File: src/rtl/lsu_bus_bridge.sv
// rtl/lsu_bus_bridge.sv - MEM-stage load/store bridge onto a request/grant, read-valid data bus
// Define LSU_BUS_TIMEOUT_EN to abort accesses that exceed TIMEOUT_CYC bus cycles.
module lsu_bus_bridge #(
  parameter int ADDR_W      = 32,
  parameter int TIMEOUT_CYC = 16
) (
  input  logic              clk,
  input  logic              reset_n,
  input  logic              req_valid_i,
  input  logic              req_we_i,
  input  logic [2:0]        req_lsu_op_i,
  input  logic [31:0]       req_addr_i,
  input  logic [31:0]       req_wdata_i,
  output logic              stall_o,
  output logic [31:0]       rdata_o,
  output logic              rdata_valid_o,
  output logic              misaligned_o,
  output logic              bus_err_o,
  output logic              bus_req_o,
  output logic              bus_we_o,
  output logic [ADDR_W-1:0] bus_addr_o,
  output logic [3:0]        bus_be_o,
  output logic [31:0]       bus_wdata_o,
  input  logic              bus_gnt_i,
  input  logic              bus_rvalid_i,
  input  logic [31:0]       bus_rdata_i
);

  typedef enum logic [1:0] {IDLE, REQ, WAIT_R, DONE} state_e;

  state_e            state_q, state_d;
  logic              we_q, we_d;
  logic [2:0]        op_q, op_d;
  logic [1:0]        off_q, off_d;
  logic [ADDR_W-1:0] addr_q, addr_d;
  logic [3:0]        be_q, be_d;
  logic [31:0]       wdata_q, wdata_d;
  logic [31:0]       rdata_q, rdata_d;

  logic              misaligned;
  logic [3:0]        be_new;
  logic [31:0]       wdata_new;
  logic [31:0]       lane;
  logic [31:0]       load_ext;

`ifdef LSU_BUS_TIMEOUT_EN
  logic [7:0]        cnt_q, cnt_d;
  logic              err_q, err_d;
  logic              timeout_hit;
`else
  logic              unused_timeout;
  assign unused_timeout = |8'(TIMEOUT_CYC);
`endif

  always_comb begin
    misaligned = 1'b0;
    be_new     = 4'b1111;
    wdata_new  = req_wdata_i;
    case (req_lsu_op_i[1:0])
      2'b00: begin
        be_new    = 4'b0001 << req_addr_i[1:0];
        wdata_new = {4{req_wdata_i[7:0]}};
      end
      2'b01: begin
        misaligned = req_addr_i[0];
        be_new     = 4'b0011 << req_addr_i[1:0];
        wdata_new  = {2{req_wdata_i[15:0]}};
      end
      default: misaligned = |req_addr_i[1:0];
    endcase
  end

  assign lane = bus_rdata_i >> {off_q, 3'b000};

  always_comb begin
    load_ext = lane;
    case (op_q)
      3'b000:  load_ext = {{24{lane[7]}}, lane[7:0]};
      3'b001:  load_ext = {{16{lane[15]}}, lane[15:0]};
      3'b100:  load_ext = {24'd0, lane[7:0]};
      3'b101:  load_ext = {16'd0, lane[15:0]};
      default: load_ext = lane;
    endcase
  end

  always_comb begin
    state_d = state_q;
    we_d    = we_q;
    op_d    = op_q;
    off_d   = off_q;
    addr_d  = addr_q;
    be_d    = be_q;
    wdata_d = wdata_q;
    rdata_d = rdata_q;
`ifdef LSU_BUS_TIMEOUT_EN
    cnt_d       = cnt_q;
    err_d       = err_q;
    timeout_hit = 1'b0;
`endif
    case (state_q)
      IDLE: begin
        if (req_valid_i && !misaligned) begin
          state_d = REQ;
          we_d    = req_we_i;
          op_d    = req_lsu_op_i;
          off_d   = req_addr_i[1:0];
          addr_d  = {req_addr_i[ADDR_W-1:2], 2'b00};
          be_d    = be_new;
          wdata_d = wdata_new;
        end
      end
      REQ: begin
        if (bus_gnt_i) state_d = we_q ? DONE : WAIT_R;
      end
      WAIT_R: begin
        if (bus_rvalid_i) begin
          rdata_d = load_ext;
          state_d = DONE;
        end
      end
      DONE:    state_d = IDLE;
      default: state_d = IDLE;
    endcase
`ifdef LSU_BUS_TIMEOUT_EN
    // An access that completes on the limit cycle still wins over the timeout.
    if (state_q == IDLE) begin
      cnt_d = 8'd0;
      err_d = 1'b0;
    end else if (state_q == REQ || state_q == WAIT_R) begin
      cnt_d       = cnt_q + 8'd1;
      timeout_hit = (cnt_d == 8'(TIMEOUT_CYC))
                    && !(state_q == REQ && bus_gnt_i && we_q)
                    && !(state_q == WAIT_R && bus_rvalid_i);
      if (timeout_hit) begin
        state_d = DONE;
        err_d   = 1'b1;
        rdata_d = we_q ? rdata_q : 32'd0;
      end
    end
`endif
  end

  always_ff @(posedge clk) begin
    if (!reset_n) begin
      state_q <= IDLE;
      we_q    <= 1'b0;
      op_q    <= 3'd0;
      off_q   <= 2'd0;
      addr_q  <= '0;
      be_q    <= 4'd0;
      wdata_q <= 32'd0;
      rdata_q <= 32'd0;
`ifdef LSU_BUS_TIMEOUT_EN
      cnt_q   <= 8'd0;
      err_q   <= 1'b0;
`endif
    end else begin
      state_q <= state_d;
      we_q    <= we_d;
      op_q    <= op_d;
      off_q   <= off_d;
      addr_q  <= addr_d;
      be_q    <= be_d;
      wdata_q <= wdata_d;
      rdata_q <= rdata_d;
`ifdef LSU_BUS_TIMEOUT_EN
      cnt_q   <= cnt_d;
      err_q   <= err_d;
`endif
    end
  end

  assign stall_o       = req_valid_i & (state_q != DONE) & ~misaligned;
  assign misaligned_o  = (state_q == IDLE) & req_valid_i & misaligned;
  assign rdata_o       = rdata_q;
  assign rdata_valid_o = (state_q == DONE) & ~we_q;
  assign bus_req_o     = (state_q == REQ);
  assign bus_we_o      = bus_req_o & we_q;
  assign bus_addr_o    = bus_req_o ? addr_q : '0;
  assign bus_be_o      = bus_req_o ? be_q : 4'd0;
  assign bus_wdata_o   = bus_req_o ? wdata_q : 32'd0;
`ifdef LSU_BUS_TIMEOUT_EN
  assign bus_err_o     = (state_q == DONE) & err_q;
`else
  assign bus_err_o     = 1'b0;
`endif

endmodule
File: config.mk
export PLATFORM = sky130hd
export DESIGN_NAME = lsu_bus_bridge
export DESIGN_NICKNAME = d
export VERILOG_FILES = /design/src/rtl/lsu_bus_bridge.sv
export SDC_FILE = /design/constraint.sdc
export NUM_CORES = 1
export LEC_CHECK = 0
export ABC_AREA = 1
export CAP_MARGIN = 25
export CORE_UTILIZATION = 45
export CTS_CLUSTER_SIZE = 28
export DETAILED_ROUTE_END_ITERATION = 12
export PLACE_DENSITY = 0.89
export SLEW_MARGIN = 25
export SYNTH_ARGS = -nofsm -noshare
export SYNTH_HDL_FRONTEND = slang
export SYNTH_SLANG_ARGS = --single-unit
File: constraint.sdc
create_clock -name clk -period 2 [get_ports clk]
set_clock_uncertainty 0.15 [all_clocks]
set_input_delay 0.3 -clock clk [delete_from_list [all_inputs] [get_ports clk]]
set_output_delay 0.3 -clock clk [all_outputs]
set_load 0.1 [all_outputs]
## After elaboration in Yosys (flattened, before gate mapping)

Index checks and enable logic that the tools add are counted.

- Eq/ne operators: 11
- Shift operators: 3
- Muxes and demuxes: 12
- Bitwise logic cells: 8
- Reduce and logical (&&, ||, !) cells: 9

Operators with widths:

| cell | number |
|---|---|
| $pmux 32 s4 | 1 |
| $mux 32 | 2 |
| $pmux 32 s2 | 1 |
| $shr 32x5->32 | 1 |
| $pmux 2 s4 | 1 |
| $pmux 4 s2 | 1 |
| $and 1x1->1 | 6 |
| $eq 3x3->1 const B | 2 |
| $mux 2 | 3 |
| $ne 2x2->1 const B | 3 |
| $eq 2x1->1 const B | 2 |
| $eq 2x2->1 const B | 2 |
| $logic_not 2->1 | 2 |
| $mux 4 | 1 |
| $reduce_and 2->1 | 2 |
| $shl 1x2->4 const A | 1 |
| $shl 2x2->4 const A | 1 |
| $eq 3x1->1 const B | 1 |
| $logic_not 3->1 | 1 |
| $reduce_and 3->1 | 1 |
| $ne 2x1->1 const B | 1 |
| $not 1->1 | 2 |
| $pmux 1 s2 | 1 |
| $reduce_or 2->1 | 1 |
| 3 further kinds | 3 |

- Register bits: 106
- Input bits: 105
- Output and inout bits: 106
- Word-level logic and storage cells: 51

## Depth between registers and ports, before layout

- Depth after elaboration: 6
- Mapped depth: 9
- Gate-level depth less buffers: 8

## Worst setup path before layout

No wires, ideal clock.

- Path kind: reg-to-output
- From: reg state_q[1]
- To: out bus_addr_o[25]
- Data arrival time: 2.573 ns
- Setup slack: -1.023 ns
- Cell stages (with the launch flop): 7
- Path through: dfxtp_1 -> inv_1 -> ha_1 -> clkbuf_1 -> clkbuf_1 -> nand2_1 -> inv_1

- Cells in the longest elaborated chain, start to end: 2

Ends and longest elaborated chain:

| what | line | RTL |
|---|---|---|
| start, declared | 31 | `state_e state_q, state_d;` |
| start signal, assigned | 158 | `state_q <= state_d;` |
| $eq 2x1->1 | 177 | `assign bus_req_o = (state_q == REQ);` |
| named net bus_req_o | 19 | `output logic bus_req_o,` |
| $mux 32 | 179 | `assign bus_addr_o = bus_req_o ? addr_q : '0;` |
| end, declared | 21 | `output logic [ADDR_W-1:0] bus_addr_o,` |

The timed path passes the listed nets, and every way through them passes these cells.

## Final worst setup path

- From: reg state_q[1]
- To: out bus_be_o[3]

- Cells in the longest elaborated chain, start to end: 2

Ends and longest elaborated chain:

| what | line | RTL |
|---|---|---|
| $eq 2x1->1 | 177 |  |
| $mux 4 | 180 | `assign bus_be_o = bus_req_o ? be_q : 4'd0;` |
| end, declared | 22 | `output logic [3:0] bus_be_o,` |

No other way between the ends.

==> flow_results.org <==
** Outcome
- Status :: complete, but fails checks
- Failing checks :: setup timing

** Yosys
- Most common cell in the netlist :: sky130_fd_sc_hd__nand2_1
- Ranked by instance count, the synthesized netlist is headed by sky130_fd_sc_hd__nand2_1 (264), sky130_fd_sc_hd__nor2_1 (138), sky130_fd_sc_hd__inv_1 (128).
- In this run, synthesis produced a sequential element count of 106.
- By area the synthesized netlist is led by sky130_fd_sc_hd__dfxtp_1 (38%), sky130_fd_sc_hd__nand2_1 (18%), sky130_fd_sc_hd__nor2_1 (9.3%).
- Portion of the post-synthesis area used by sequential elements :: 38.08%
- Yosys printed 0 warnings.
- Synthesized area divided by synthesized cell count :: between 6 and 7 sq um
- Share of the synthesized area in the top cell type :: 38.08%
- Number of enable flip-flop cells after synthesis :: 0
- In the synthesized netlist the dominant register cell turns out to be sky130_fd_sc_hd__dfxtp_1.
- The netlist uses 26 different library cells.
- Count of mapped cells out of synthesis :: 904
- Mapped Area :: around 5600 sq um
- Of all cell types, the one taking the most synthesized area is sky130_fd_sc_hd__dfxtp_1.
- In the synthesized netlist the async set-or-reset flop fraction comes to 0%.

** STA
- The number of max-slew violations in the final report is 0.
- Final Hold Fails :: 0
- Clock period minus worst slack :: 2.086 ns
- Final cycle utilization of the critical path :: 104.3%
- Top achievable clock speed :: around 0.48 GHz
- Final critical-path setup slack :: -0.08573 ns
- Unrepaired setup endpoints after global routing :: true
- Endpoints failing setup :: 42
- Sum of negative setup slack :: -0.8537 ns

** Layout
- Nets@finish :: between 1000 and 1500
- Non-Filler Cell Area, Final :: around 9500 sq um
- Post-layout util :: 78.96%
- Fraction of final layout cells sized beyond drive strength 1 :: 24.86%
- Count of antenna diodes in the layout :: 0
- From synthesis to final layout, the design area changed by 70.90%.
- Number of cells in the finished layout apart from fillers :: roughly 1300

** Placement
- Post-Place Setup Slack :: -0.09793 ns
- Final RePlAce weighted congestion :: 0.9344
- Once detailed placement completed, the half-perimeter wirelength came to between 10 and 15 mm.
- During placement, the flow inserted port buffers numbering 207.
- Standard cell area after detailed placement :: 8896 sq um
- Post-Place Cells :: 1250

** Pwr
- Across the VDD grid, the largest voltage drop is 0.9359 mV.
- PwrDens :: about 1100 nW/um^2
- The analysis attributes to cell leakage a power of ~4.2 nW.

** Global route
- Entering global routing, the biggest net connects 49 pins.
- Vias in the first global route :: 6325
- Total Routing Usage GR :: 30.34%
- The number of antenna violations at the first check in global routing was 0.
- First-pass GRT wire length :: 30.73 mm
- Remaining global-route overflow :: 0

** Critical path
- Crit. End Element :: output port
- Crit-path leading delay family :: buffers and inverters
- Critical path arrival :: 1.64 ns
- Buffers plus inverters on the worst setup path :: 4
- The critical path is of the reg -> out type.
- In this design, the stage delay of the slowest critical-path cell is 0.35 ns.
- Category of the worst setup path launch point :: register
- Data required, critical path :: 1.55 ns
- Traced cell by cell, the critical path runs through inv_4 > ha_4 > buf_6 > nand2_1 > clkinvlp_4 > buf_12.
- The largest individual stage delay along the critical path comes from the cell sky130_fd_sc_hd__dfxtp_4.
- In this run the worst path has a maximum fanout of 17.

** Detailed routing
- Antenna violation net count after detailed routing :: 0
- Avg Vias per Cell :: roughly 5
- The routed layout has 6489 vias.
- Dividing the detail-routed wire length by the instance count gives 14.98 um.
- Detailed-router iteration count before antenna repair :: 6
- Total wire length after detailed routing :: 19.14 mm
- Count of unresolved DRC violations after routing :: 0
- After the first detailed-routing iteration, the DRC count stood at 535.

** Floorplanning
- The die is about 110 um wide.
- approximately 210 I/O pins were placed.
- Vertical die dimension :: 113.3 um
- Standard-cell rows :: 40
- Floorplan die area :: 12830 sq um
- The region available for standard cell placement spans 12060 sq um.
- For this configuration, the core starts out at a cell density of 46.20%.

** Clocking
- Worst skew pair latency :: 0.35 ns
- CTS Buffer Depth :: 2
- Clock transition time at the flip-flop clock pins of the worst setup and hold paths :: approximately 0.080 ns
- CTS sink count :: 106
- CTS built an H-tree with a depth of 3.
- Root buf cell :: sky130_fd_sc_hd__clkbuf_16
- CTS Buf Count :: 9
- After clock tree synthesis, the flow added hold-fix buffers numbering 0.
- Clock tree from TritonCTS :: yes

** Job
- Max-cap violations in this run came to 0.

** Min path
- The tightest min-delay check is of the in -> reg type.
[routing by layer]
layer / wire (um) / GRT usage, % / share of wire (%)
met1: 7305 / 34.11 / 38
met2: 9362 / 51.08 / 49
met3: 1550 / 9.052 / 8.1
met4: 921 / 17.63 / 4.8
met5: 0 / 0 / 0
[placed cells by master (no fill, tap or decap), types with 2 or more instances in the layout]
cell type,Yosys,routed
sky130_fd_sc_hd__nand2_1,264,229
sky130_fd_sc_hd__nor2_1,138,136
sky130_fd_sc_hd__dfxtp_1,106,104
sky130_fd_sc_hd__clkdlybuf4s50_1,0,102
sky130_fd_sc_hd__buf_12,0,80
sky130_fd_sc_hd__clkinvlp_4,0,67
sky130_fd_sc_hd__o21ai_0,61,61
sky130_fd_sc_hd__inv_1,128,59
sky130_fd_sc_hd__buf_4,5,59
sky130_fd_sc_hd__a21oi_1,56,55
sky130_fd_sc_hd__nand3_1,48,48
sky130_fd_sc_hd__nand2_4,0,23
sky130_fd_sc_hd__o211ai_1,20,20
sky130_fd_sc_hd__nand2_2,0,12
sky130_fd_sc_hd__clkbuf_16,0,9
sky130_fd_sc_hd__inv_2,2,3
sky130_fd_sc_hd__o21ai_1,3,3
sky130_fd_sc_hd__ha_1,5,3
sky130_fd_sc_hd__conb_1,1,3
sky130_fd_sc_hd__buf_16,0,3
sky130_fd_sc_hd__nor2_2,1,2
sky130_fd_sc_hd__a31oi_1,2,2
sky130_fd_sc_hd__a21boi_0,2,2
sky130_fd_sc_hd__ha_4,0,2
sky130_fd_sc_hd__bufinv_16,0,2
sky130_fd_sc_hd__clkinv_2,0,2
sky130_fd_sc_hd__clkbuf_1,32,2
sky130_fd_sc_hd__buf_6,5,2
[registers in the layout, summed over array words and instances, names as in the netlist]
register,flops
we_q,1
rdata_o,32
op_q,3
state_q,2
wdata_q,32
off_q,2
be_q,4
addr_q,30
[where the power goes]
part,total [W],switching [W],internal (W)
registers,0.00272,0.000241,0.00248
clock network,0.00189,0.000788,0.00110
logic,0.00570,0.00375,0.00196
[worst reg2reg max path: stages (launching register included)]
cell                         delay (ns)
sky130_fd_sc_hd__dfxtp_4           0.36
sky130_fd_sc_hd__inv_4             0.05
sky130_fd_sc_hd__ha_4              0.19
sky130_fd_sc_hd__buf_12            0.14
sky130_fd_sc_hd__nand2_1           0.14
sky130_fd_sc_hd__clkinvlp_4        0.14
sky130_fd_sc_hd__buf_4             0.15
sky130_fd_sc_hd__nand2_1           0.05
sky130_fd_sc_hd__nand3b_1          0.08
sky130_fd_sc_hd__nand3_1           0.09
sky130_fd_sc_hd__a21oi_1           0.07
[cell families after synthesis]
kind of cell,after synthesis,share of synthesized area [%]
buffers and inverters,190,14.17
adder cells (fa/ha/maj),5,1.123
AND/OR/NAND/NOR,456,32.33
flip-flops,106,38.08
other,1,0.06729
AO/OA/AOI/OAI,146,14.23
[path summary, 6_finish.rpt]
check	endpoint	cells after the start	slack, ns	from
max	bus_be_o[3]	6	-0.09	state_q[1]$_SDFFE_PN0P_
min	off_q[0]$_SDFFE_PN0P_	3	0.28	req_addr_i[0]
max reg2reg	state_q[0]$_SDFFE_PN0P_	10	0.27	state_q[1]$_SDFFE_PN0P_
min reg2reg	op_q[1]$_SDFFE_PN0P_	2	0.33	op_q[1]$_SDFFE_PN0P_
[per-stage QoR]
step	hold WS, ns	power [W]
after floorplan	0.2776	0.006425
after global placement	0.3009	0.007748
after detailed placement	0.3042	0.007834
after CTS	0.3278	0.01023
after global routing	0.2958	0.01077
final	0.2770	0.01031
[area by class of cell]
cell class | instances | area, sq um
Timing Repair Buffer | 248 | 3192
Multi-Input combinational cell | 610 | 2942
Clock buffer | 11 | 232.7
Tap cell | 168 | 210.2
Inverter | 130 | 742.0
Sequential cell | 106 | 2127
Fill cell | 781 | 2537
Clock inverter | 5 | 78.83
[timing repair]
action                                 4_1_cts  5_1_grt
setup endpoints to repair                   61       69
gates cloned                                 3        0
endpoints found under the hold margin        0        0
resized for setup                           30        7
setup buffers                                5        3
pin swaps                                   17        3
Note: power is estimated with default switching activity, not from simulation.
